[src/rtl/alu_pkg.sv]
// Shared constants for the ALU command front-end: opcode width and the
// bit positions used in the response flag and sticky flag vectors.
package alu_pkg;

    localparam int ALU_OP_W = 4;

    localparam int FLAG_C = 3;
    localparam int FLAG_V = 2;
    localparam int FLAG_Z = 1;
    localparam int FLAG_N = 0;

    localparam int STICKY_C = 1;
    localparam int STICKY_V = 0;

endpackage

[src/rtl/alu_cmd_fifo.sv]
// Synchronous command FIFO: power-of-two depth, wrapping pointers and an
// occupancy counter one bit wider than the pointers.
module alu_cmd_fifo #(
    parameter int DATA_W = 8,
    parameter int DEPTH  = 4
)(
    input  logic                     clk,
    input  logic                     rst,
    input  logic                     push,
    input  logic [DATA_W-1:0]        push_data,
    input  logic                     pop,
    output logic [DATA_W-1:0]        pop_data,
    output logic                     full,
    output logic                     empty,
    output logic [$clog2(DEPTH):0]   count
);

    localparam int PTR_W = $clog2(DEPTH);
    localparam int CNT_W = PTR_W + 1;

    logic [DATA_W-1:0] mem [DEPTH];
    logic [PTR_W-1:0]  wr_ptr;
    logic [PTR_W-1:0]  rd_ptr;
    logic              do_push;
    logic              do_pop;

    // A full FIFO refuses the push even when a pop frees a slot this cycle.
    assign do_push  = push && !full;
    assign do_pop   = pop && !empty;
    assign full     = (count == CNT_W'(DEPTH));
    assign empty    = (count == '0);
    assign pop_data = mem[rd_ptr];

    always_ff @(posedge clk) begin
        if (rst) begin
            wr_ptr <= '0;
            rd_ptr <= '0;
            count  <= '0;
        end else begin
            if (do_push) wr_ptr <= wr_ptr + PTR_W'(1);
            if (do_pop)  rd_ptr <= rd_ptr + PTR_W'(1);
            case ({do_push, do_pop})
                2'b10:   count <= count + CNT_W'(1);
                2'b01:   count <= count - CNT_W'(1);
                default: count <= count;
            endcase
        end
    end

    always_ff @(posedge clk) begin
        if (do_push) mem[wr_ptr] <= push_data;
    end

endmodule

[src/rtl/alu_issue_unit.sv]
// Command front-end for the combinational ALU: buffers commands, registers
// them onto the ALU inputs and returns captured results in order with tags.
module alu_issue_unit
    import alu_pkg::*;
#(
    parameter int WIDTH = 32,
    parameter int TAG_W = 4,
    parameter int DEPTH = 4
)(
    input  logic                clk,
    input  logic                rst,
    input  logic                cmd_valid,
    output logic                cmd_ready,
    input  logic [WIDTH-1:0]    cmd_a,
    input  logic [WIDTH-1:0]    cmd_b,
    input  logic [3:0]          cmd_op,
    input  logic                cmd_acc,
    input  logic [TAG_W-1:0]    cmd_tag,
    output logic [WIDTH-1:0]    alu_a,
    output logic [WIDTH-1:0]    alu_b,
    output logic [3:0]          alu_op,
    input  logic [WIDTH-1:0]    alu_y,
    input  logic                alu_carry,
    input  logic                alu_overflow,
    input  logic                alu_zero,
    input  logic                alu_negative,
    output logic                rsp_valid,
    input  logic                rsp_ready,
    output logic [WIDTH-1:0]    rsp_y,
    output logic [3:0]          rsp_flags,
    output logic [TAG_W-1:0]    rsp_tag,
    output logic [WIDTH-1:0]    acc_value,
    output logic [1:0]          sticky_flags,
    input  logic                flags_clr
);

    localparam int ENTRY_W = TAG_W + 1 + ALU_OP_W + 2 * WIDTH;
    localparam int CNT_W   = $clog2(DEPTH) + 1;

    logic [ENTRY_W-1:0] fifo_in;
    logic [ENTRY_W-1:0] fifo_head;
    logic               fifo_full;
    logic               fifo_empty;
    logic [CNT_W-1:0]   fifo_count_unused;

    logic [WIDTH-1:0]    head_a;
    logic [WIDTH-1:0]    head_b;
    logic [ALU_OP_W-1:0] head_op;
    logic                head_acc;
    logic [TAG_W-1:0]    head_tag;

    logic               vld_p1;
    logic [TAG_W-1:0]   tag_p1;
    logic               advance;
    logic               load;
    logic [3:0]         alu_flags;
    logic [1:0]         sticky_cap;

    assign fifo_in = {cmd_tag, cmd_acc, cmd_op, cmd_b, cmd_a};

    assign head_a   = fifo_head[WIDTH-1:0];
    assign head_b   = fifo_head[2*WIDTH-1:WIDTH];
    assign head_op  = fifo_head[2*WIDTH +: ALU_OP_W];
    assign head_acc = fifo_head[2*WIDTH + ALU_OP_W];
    assign head_tag = fifo_head[ENTRY_W-1 -: TAG_W];

    assign cmd_ready = !fifo_full;
    assign advance   = vld_p1 && (!rsp_valid || rsp_ready);
    assign load      = !fifo_empty && (!vld_p1 || advance);

    alu_cmd_fifo #(
        .DATA_W (ENTRY_W),
        .DEPTH  (DEPTH)
    ) u_fifo (
        .clk       (clk),
        .rst       (rst),
        .push      (cmd_valid),
        .push_data (fifo_in),
        .pop       (load),
        .pop_data  (fifo_head),
        .full      (fifo_full),
        .empty     (fifo_empty),
        .count     (fifo_count_unused)
    );

    always_comb begin
        alu_flags              = '0;
        alu_flags[FLAG_C]      = alu_carry;
        alu_flags[FLAG_V]      = alu_overflow;
        alu_flags[FLAG_Z]      = alu_zero;
        alu_flags[FLAG_N]      = alu_negative;
        sticky_cap             = '0;
        sticky_cap[STICKY_C]   = alu_carry;
        sticky_cap[STICKY_V]   = alu_overflow;
    end

    // Issue stage: FIFO head -> ALU operand registers
    always_ff @(posedge clk) begin
        if (rst) begin
            vld_p1 <= 1'b0;
            tag_p1 <= '0;
            alu_a  <= '0;
            alu_b  <= '0;
            alu_op <= '0;
        end else if (load) begin
            vld_p1 <= 1'b1;
            tag_p1 <= head_tag;
            alu_b  <= head_b;
            alu_op <= head_op;
            // Forward the result being captured now so accumulate chains never stall.
            if (head_acc) alu_a <= advance ? alu_y : acc_value;
            else          alu_a <= head_a;
        end else if (advance) begin
            vld_p1 <= 1'b0;
        end
    end

    // Response stage: ALU result capture, accumulator and sticky flags
    always_ff @(posedge clk) begin
        if (rst) begin
            rsp_valid    <= 1'b0;
            rsp_y        <= '0;
            rsp_flags    <= '0;
            rsp_tag      <= '0;
            acc_value    <= '0;
            sticky_flags <= '0;
        end else begin
            if (advance) begin
                rsp_valid <= 1'b1;
                rsp_y     <= alu_y;
                rsp_flags <= alu_flags;
                rsp_tag   <= tag_p1;
                acc_value <= alu_y;
            end else if (rsp_valid && rsp_ready) begin
                rsp_valid <= 1'b0;
            end
            // Clear applies first so a same-cycle capture still lands.
            sticky_flags <= (flags_clr ? 2'b00 : sticky_flags)
                          | (advance ? sticky_cap : 2'b00);
        end
    end

endmodule

[config.mk]
export PLATFORM = sky130hd
export DESIGN_NAME = alu_issue_unit
export DESIGN_NICKNAME = d
export VERILOG_FILES = /design/src/rtl/alu_pkg.sv /design/src/rtl/alu_cmd_fifo.sv /design/src/rtl/alu_issue_unit.sv
export SDC_FILE = /design/constraint.sdc
export NUM_CORES = 1
export LEC_CHECK = 0
export CORE_MARGIN = 2
export CORE_UTILIZATION = 51
export CTS_CLUSTER_SIZE = 16
export DETAILED_ROUTE_END_ITERATION = 10
export MAX_ROUTING_LAYER = met4
export PLACE_DENSITY = 0.86
export SLEW_MARGIN = 20
export SYNTH_ARGS = -nofsm -noshare
export SYNTH_HDL_FRONTEND = slang
export SYNTH_SLANG_ARGS = --single-unit
export TNS_END_PERCENT = 10
[constraint.sdc]
create_clock -name clk -period 3.8 [get_ports clk]
set_input_delay 0.76 -clock clk [delete_from_list [all_inputs] [get_ports clk]]
set_output_delay 0.76 -clock clk [all_outputs]
set_load 0.01 [all_outputs]
# After elaboration in Yosys (flattened, before gate mapping)
# Memories as Yosys holds them, arrays and structs flattened. A register that Yosys moved wholly into a read port is not among the register bits.
# Index checks and enable logic that the tools add are counted.
[classes] n_reduce_logical=15 n_addsub=4 muxes=13 n_bitwise=1 n_eq_ne=3
[ops] cell="2-to-1 mux 32 bit" count=2
[ops] cell="2-to-1 mux 2 bit" count=4
[ops] cell="2-to-1 mux 1 bit" count=6
[ops] cell="one-hot mux 3 bit (2 select lines)" count=1
[ops] cell="nonzero test 2 bit" count=3
[ops] cell="logical AND 1 bit" count=5
[ops] cell="adder 2 x 1 -> 2 bit, second input constant" count=2
[ops] cell="logical NOT 1 bit" count=4
[ops] cell="adder 3 x 1 -> 3 bit, second input constant" count=1
[ops] cell="equality test 3 bit, second input constant" count=1
[ops] cell="logical NOT 3 bit" count=1
[ops] cell="subtractor 3 x 1 -> 3 bit, second input constant" count=1
[ops] cell="equality test 2 x 1 -> 1 bit, second input constant" count=1
[ops] cell="equality test 2 bit, second input constant" count=1
[ops] cell="logical OR 1 bit" count=2
[ops] cell="OR 2 bit" count=1
[word_totals] n_memories=1 in_bits=114 wordCells=51 register_bits=155 ram_bits=292 output_inout_bits=144
[memory_table] name="u_fifo.mem" depth=4 width=73 read_ports=1 rd_clocked_by_memory_dff=1 write_ports=1 line="alu_cmd_fifo.sv:21" source="logic [DATA_W-1:0] mem [DEPTH];"

# Depth between registers and ports, before layout
[logic_depth] depth_word=8 depth_mapped=11 ltp_nobuf=9

# Modules after synthesis
# A second synthesis with hierarchy kept.
[unflattened] hier_cells=1052 hier_area_um2=16681.0
[modules_own_cells] mod="alu_cmd_fifo" n_inst=1 area_per_inst_um2=11083.1 cells_each=435 seq_area_each_um2=8948.6
[modules_own_cells] mod="alu_issue_unit" n_inst=1 area_per_inst_um2=5597.9 cells_each=617 seq_area_each_um2=2962.8

# Worst setup path before layout
# Ideal clock, no wire load.
[synth_timing] path_type="input port to flip-flop" start="input port cmd_valid" end="memory u_fifo.mem[0][0] in the netlist's numbering, enable pin" path_slack_ns=0.854 path_buffers=0 arrival_ns=2.507 setup_time_ns=0.440 required_time_ns=3.360 path_stages=1 path_cell_list="and3_1"
[synth_between] elab_chain_cells=3
[synth_lines] element="start: declaration" line="alu_issue_unit.sv:12" source="input logic cmd_valid,"
[synth_lines] element="logical AND 1 bit" line="alu_cmd_fifo.sv:28" source="assign do_push = push && !full;"
[synth_lines] element="2-to-1 mux 1 bit" line="alu_cmd_fifo.sv:51" source="if (do_push) mem[wr_ptr] <= push_data;"
[synth_lines] element="2-to-1 mux 1 bit (implied by the code)" line="alu_cmd_fifo.sv:51"
[synth_lines] element="end: declaration" line="alu_cmd_fifo.sv:21"
# Every way passes these cells.

# Final worst setup path
[layout_timing] start="register u_fifo.count[0]" end="output port cmd_ready"
[layout_between] elab_chain_cells=2
[layout_lines] element="start: declaration" line="alu_cmd_fifo.sv:15" source="output logic [$clog2(DEPTH):0] count"
[layout_lines] element="start signal: assignment" line="alu_cmd_fifo.sv:43" source="2'b10: count <= count + CNT_W'(1);"
[layout_lines] element="start signal: assignment" line="alu_cmd_fifo.sv:44" source="2'b01: count <= count - CNT_W'(1);"
[layout_lines] element="start signal: assignment" line="alu_cmd_fifo.sv:45" source="default: count <= count;"
[layout_lines] element="equality test 3 bit" line="alu_cmd_fifo.sv:30" source="assign full = (count == CNT_W'(DEPTH));"
[layout_lines] element="logical NOT 1 bit" line="alu_issue_unit.sv:67" source="assign cmd_ready = !fifo_full;"
[layout_lines] element="end: declaration" line="alu_issue_unit.sv:13" source="output logic cmd_ready,"
# Every way passes these cells.

==> flow_summary.ini <==
[worst_setup_path]
r2r_slack_ns = 1.23
critical_path.max_fanout = 6
crit_required_ns = 3.04
critPathKind = reg2out
cp-end-kind = output port
start_kind = flop
crit_arrival_ns = 2.01

[global_route]
antenna_found_initial = 3
met1_usage = 0.281
grt_pass1_vias = 10300
grt-busiest-layer = met2
grt-ovfl-total = 0
grt_max_degree = 106
grt_util_met2 = 0.357
grt.total_usage = 0.221
met3_usage = 0.0530
grt_pass1_wl_um = 56700

[detailed_routing]
drt_iter0_drc = 667
firstDrtPassIters = 5
avgRoutedWirePerCell_um = 20.2
wl_um = 37200
vias = 10200
drc = 0
ant_nets = 0
via_per_inst = 5.50

[run]
drv_cap = 0

[die]
die_area_um2 = 34600
die_h_um = 186
die_x_um = 186
rows = 66
start_util = 0.519
ios = 258
core_um2 = 32500

[pwr]
vdd_drop_max_uv = 562
powerDensity_nw_per_um2 = 726
finalPower_uw = 15500
leakagePower_uw = 0.00720

[timing]
min_period_ns = 2.77
slew_headroom = 0.286
report.final.slew_viol_count = 0
fmax_mhz = 361
setup_viol = 0
tightest_slew_ns = 1.05
setup_tns_ns = 0
hold_viol_final = 0
period_share = 0.729
finClkSkew_ns = 0.0164
rsz0062_at_grt = no

[min_path]
min-delay-path-class = reg2reg

[yosys]
yosysSeqAreaShare = 0.705
ys_top_cells_by_area = edfxtp_1 52%, dfxtp_1 19%, mux4_2 9.3%
synthMuxAreaShare = 0.101
yosys_warnings = 0
syn_inst = 1116
synthTopCellsByCount = 292 x edfxtp_1, 157 x dfxtp_1, 137 x nor2_1
yosysTopAreaCellShare = 0.519
syn_area_per_cell_um2 = 15.1
synth_cell_type_count = 42
ys_ff_latch = 449
yosysMostFrequentCell = edfxtp_1
synth_fa_ha_area_frac = 0.00489
synth-xor-area-share = 0.00259
synth_top_cell_by_area = edfxtp_1
synth_compound_area_frac = 0.0779
synth-edff-count = 292
netlist_area_um2 = 16900
synthesis.nets = 1236
synth_top_family_by_area = multiplexers
ys.flop_type = edfxtp_1
async_reset_ff_frac = 0
synth_simple_gate_area_frac = 0.0814

[place]
hpwl_um = 23200
numPortBuffers = 257
finalWeightedCongestion = 0.808

[clock_tree]
cts_buffers = 46
cts-htree-levels = 2
cts_resized = 0
clkTransAtPathRegs_ns = 0.06
clkLatencyLatePin_ns = 0.54
tritoncts = built
cts_sinks = 449
clock_path_buffers = 3
cts_setup_buffers = 0
ctsHoldBuffers = 0
cts_root_buf = clkbuf_16

[layout]
register_area_um2 = 11900
fill_cells = 2277
syn_to_final_growth_pct = 26.4
drive_above_1_share = 0.168
finish.net_count = 1483
multi_input_comb_area_um2 = 4540

[run_status]
status = finished, final reports clean
## cells in the final DEF (no fill, tap or decap), types with 6 or more instances in the layout
cell / instances
a21boi_0: 19
a21boi_1: 13
a21oi_1: 86
a311oi_2: 30
and3_1: 26
and3_2: 6
buf_12: 6
buf_4: 9
clkbuf_1: 9
clkbuf_16: 50
clkdlybuf4s50_1: 256
clkinv_2: 9
dfxtp_1: 154
edfxtp_1: 292
mux4_2: 70
nand2_1: 109
nand2_2: 23
nor2_1: 137
o21ai_1: 27
## area by class of cell
type                    count  area share
clock buffers              68      0.0637
clock inverters            18     0.00826
diodes                      3    0.000352
inverters                   7     0.00135
well taps                 442      0.0259
repair buffers            272       0.129
multi-input cells         587       0.213
flip-flops and latches    449       0.558
## per-layer routing
layer  share of wire  wire length, µm  up-vias
met5               0                0        -
met4           0.023              846        0
met3           0.075             2780       70
met2            0.49            18100      371
met1            0.42            15500     5059
li1                -                -     4659
## worst paths after layout
check / startpoint / end / depth (start not counted)
setup / recovery: u_fifo.count[0]$_SDFFE_PP0P_ / cmd_ready / 2
hold / removal: tag_p1[1]$_SDFFE_PP0P_ / rsp_tag[1]$_SDFFE_PP0N_ / 2
setup reg to reg: u_fifo.count[0]$_SDFFE_PP0P_ / u_fifo.count[2]$_SDFFE_PP0P_ / 9
hold reg to reg: tag_p1[1]$_SDFFE_PP0P_ / rsp_tag[1]$_SDFFE_PP0N_ / 2
## worst max-delay path, cell delays in order, from the launching register on
cell,delay [ns]
dfxtp_1,0.36
or3b_1,0.54
clkdlybuf4s50_1,0.59
## registers in the layout, summed over array words and instances, names as in the netlist, 3 cells and up, named ones only
register      count
u_fifo.mem      292
acc_value        32
alu_a            32
alu_b            32
rsp_y            32
alu_op            4
rsp_flags         4
rsp_tag           4
tag_p1            4
u_fifo.count      3
## report_power, final
group          switching, µW  internal, µW  total (µW)
Clock                   1790          2700        4480
Combinational           2390          2110        4500
Sequential               455          6060        6520
Total                   4640         10900       15500
## metrics by stage
stage / worst slack [ns] / instances / util / instance area [µm²] / hold WS [ns]
floorplan: 0.854 / 1116 / - / 16900 / 0.432
global placement: 0.944 / 1757 / 0.609 / 19800 / 0.438
detailed placement: 0.863 / 1757 / 0.609 / 19800 / 0.445
CTS: 1.02 / 1843 / 0.656 / 21300 / 0.453
global route: 0.931 / 1846 / 0.656 / 21300 / 0.465
finish: 1.03 / 1846 / 0.656 / 21300 / 0.451
## logic make-up (layout without fill, tap and decap cells)
| kind of cell | count (synthesis) | count (layout) |
|---|---|---|
| compound gates | 183 | 183 |
| xor+xnor | 5 | 5 |
| fa+ha+maj | 6 | 6 |
| buf+inv | 80 | 365 |
| flops | 449 | 449 |
| mux | 76 | 76 |
| other cells | 0 | 3 |
| simple gates | 317 | 317 |
(Power assumes the default switching activity.)
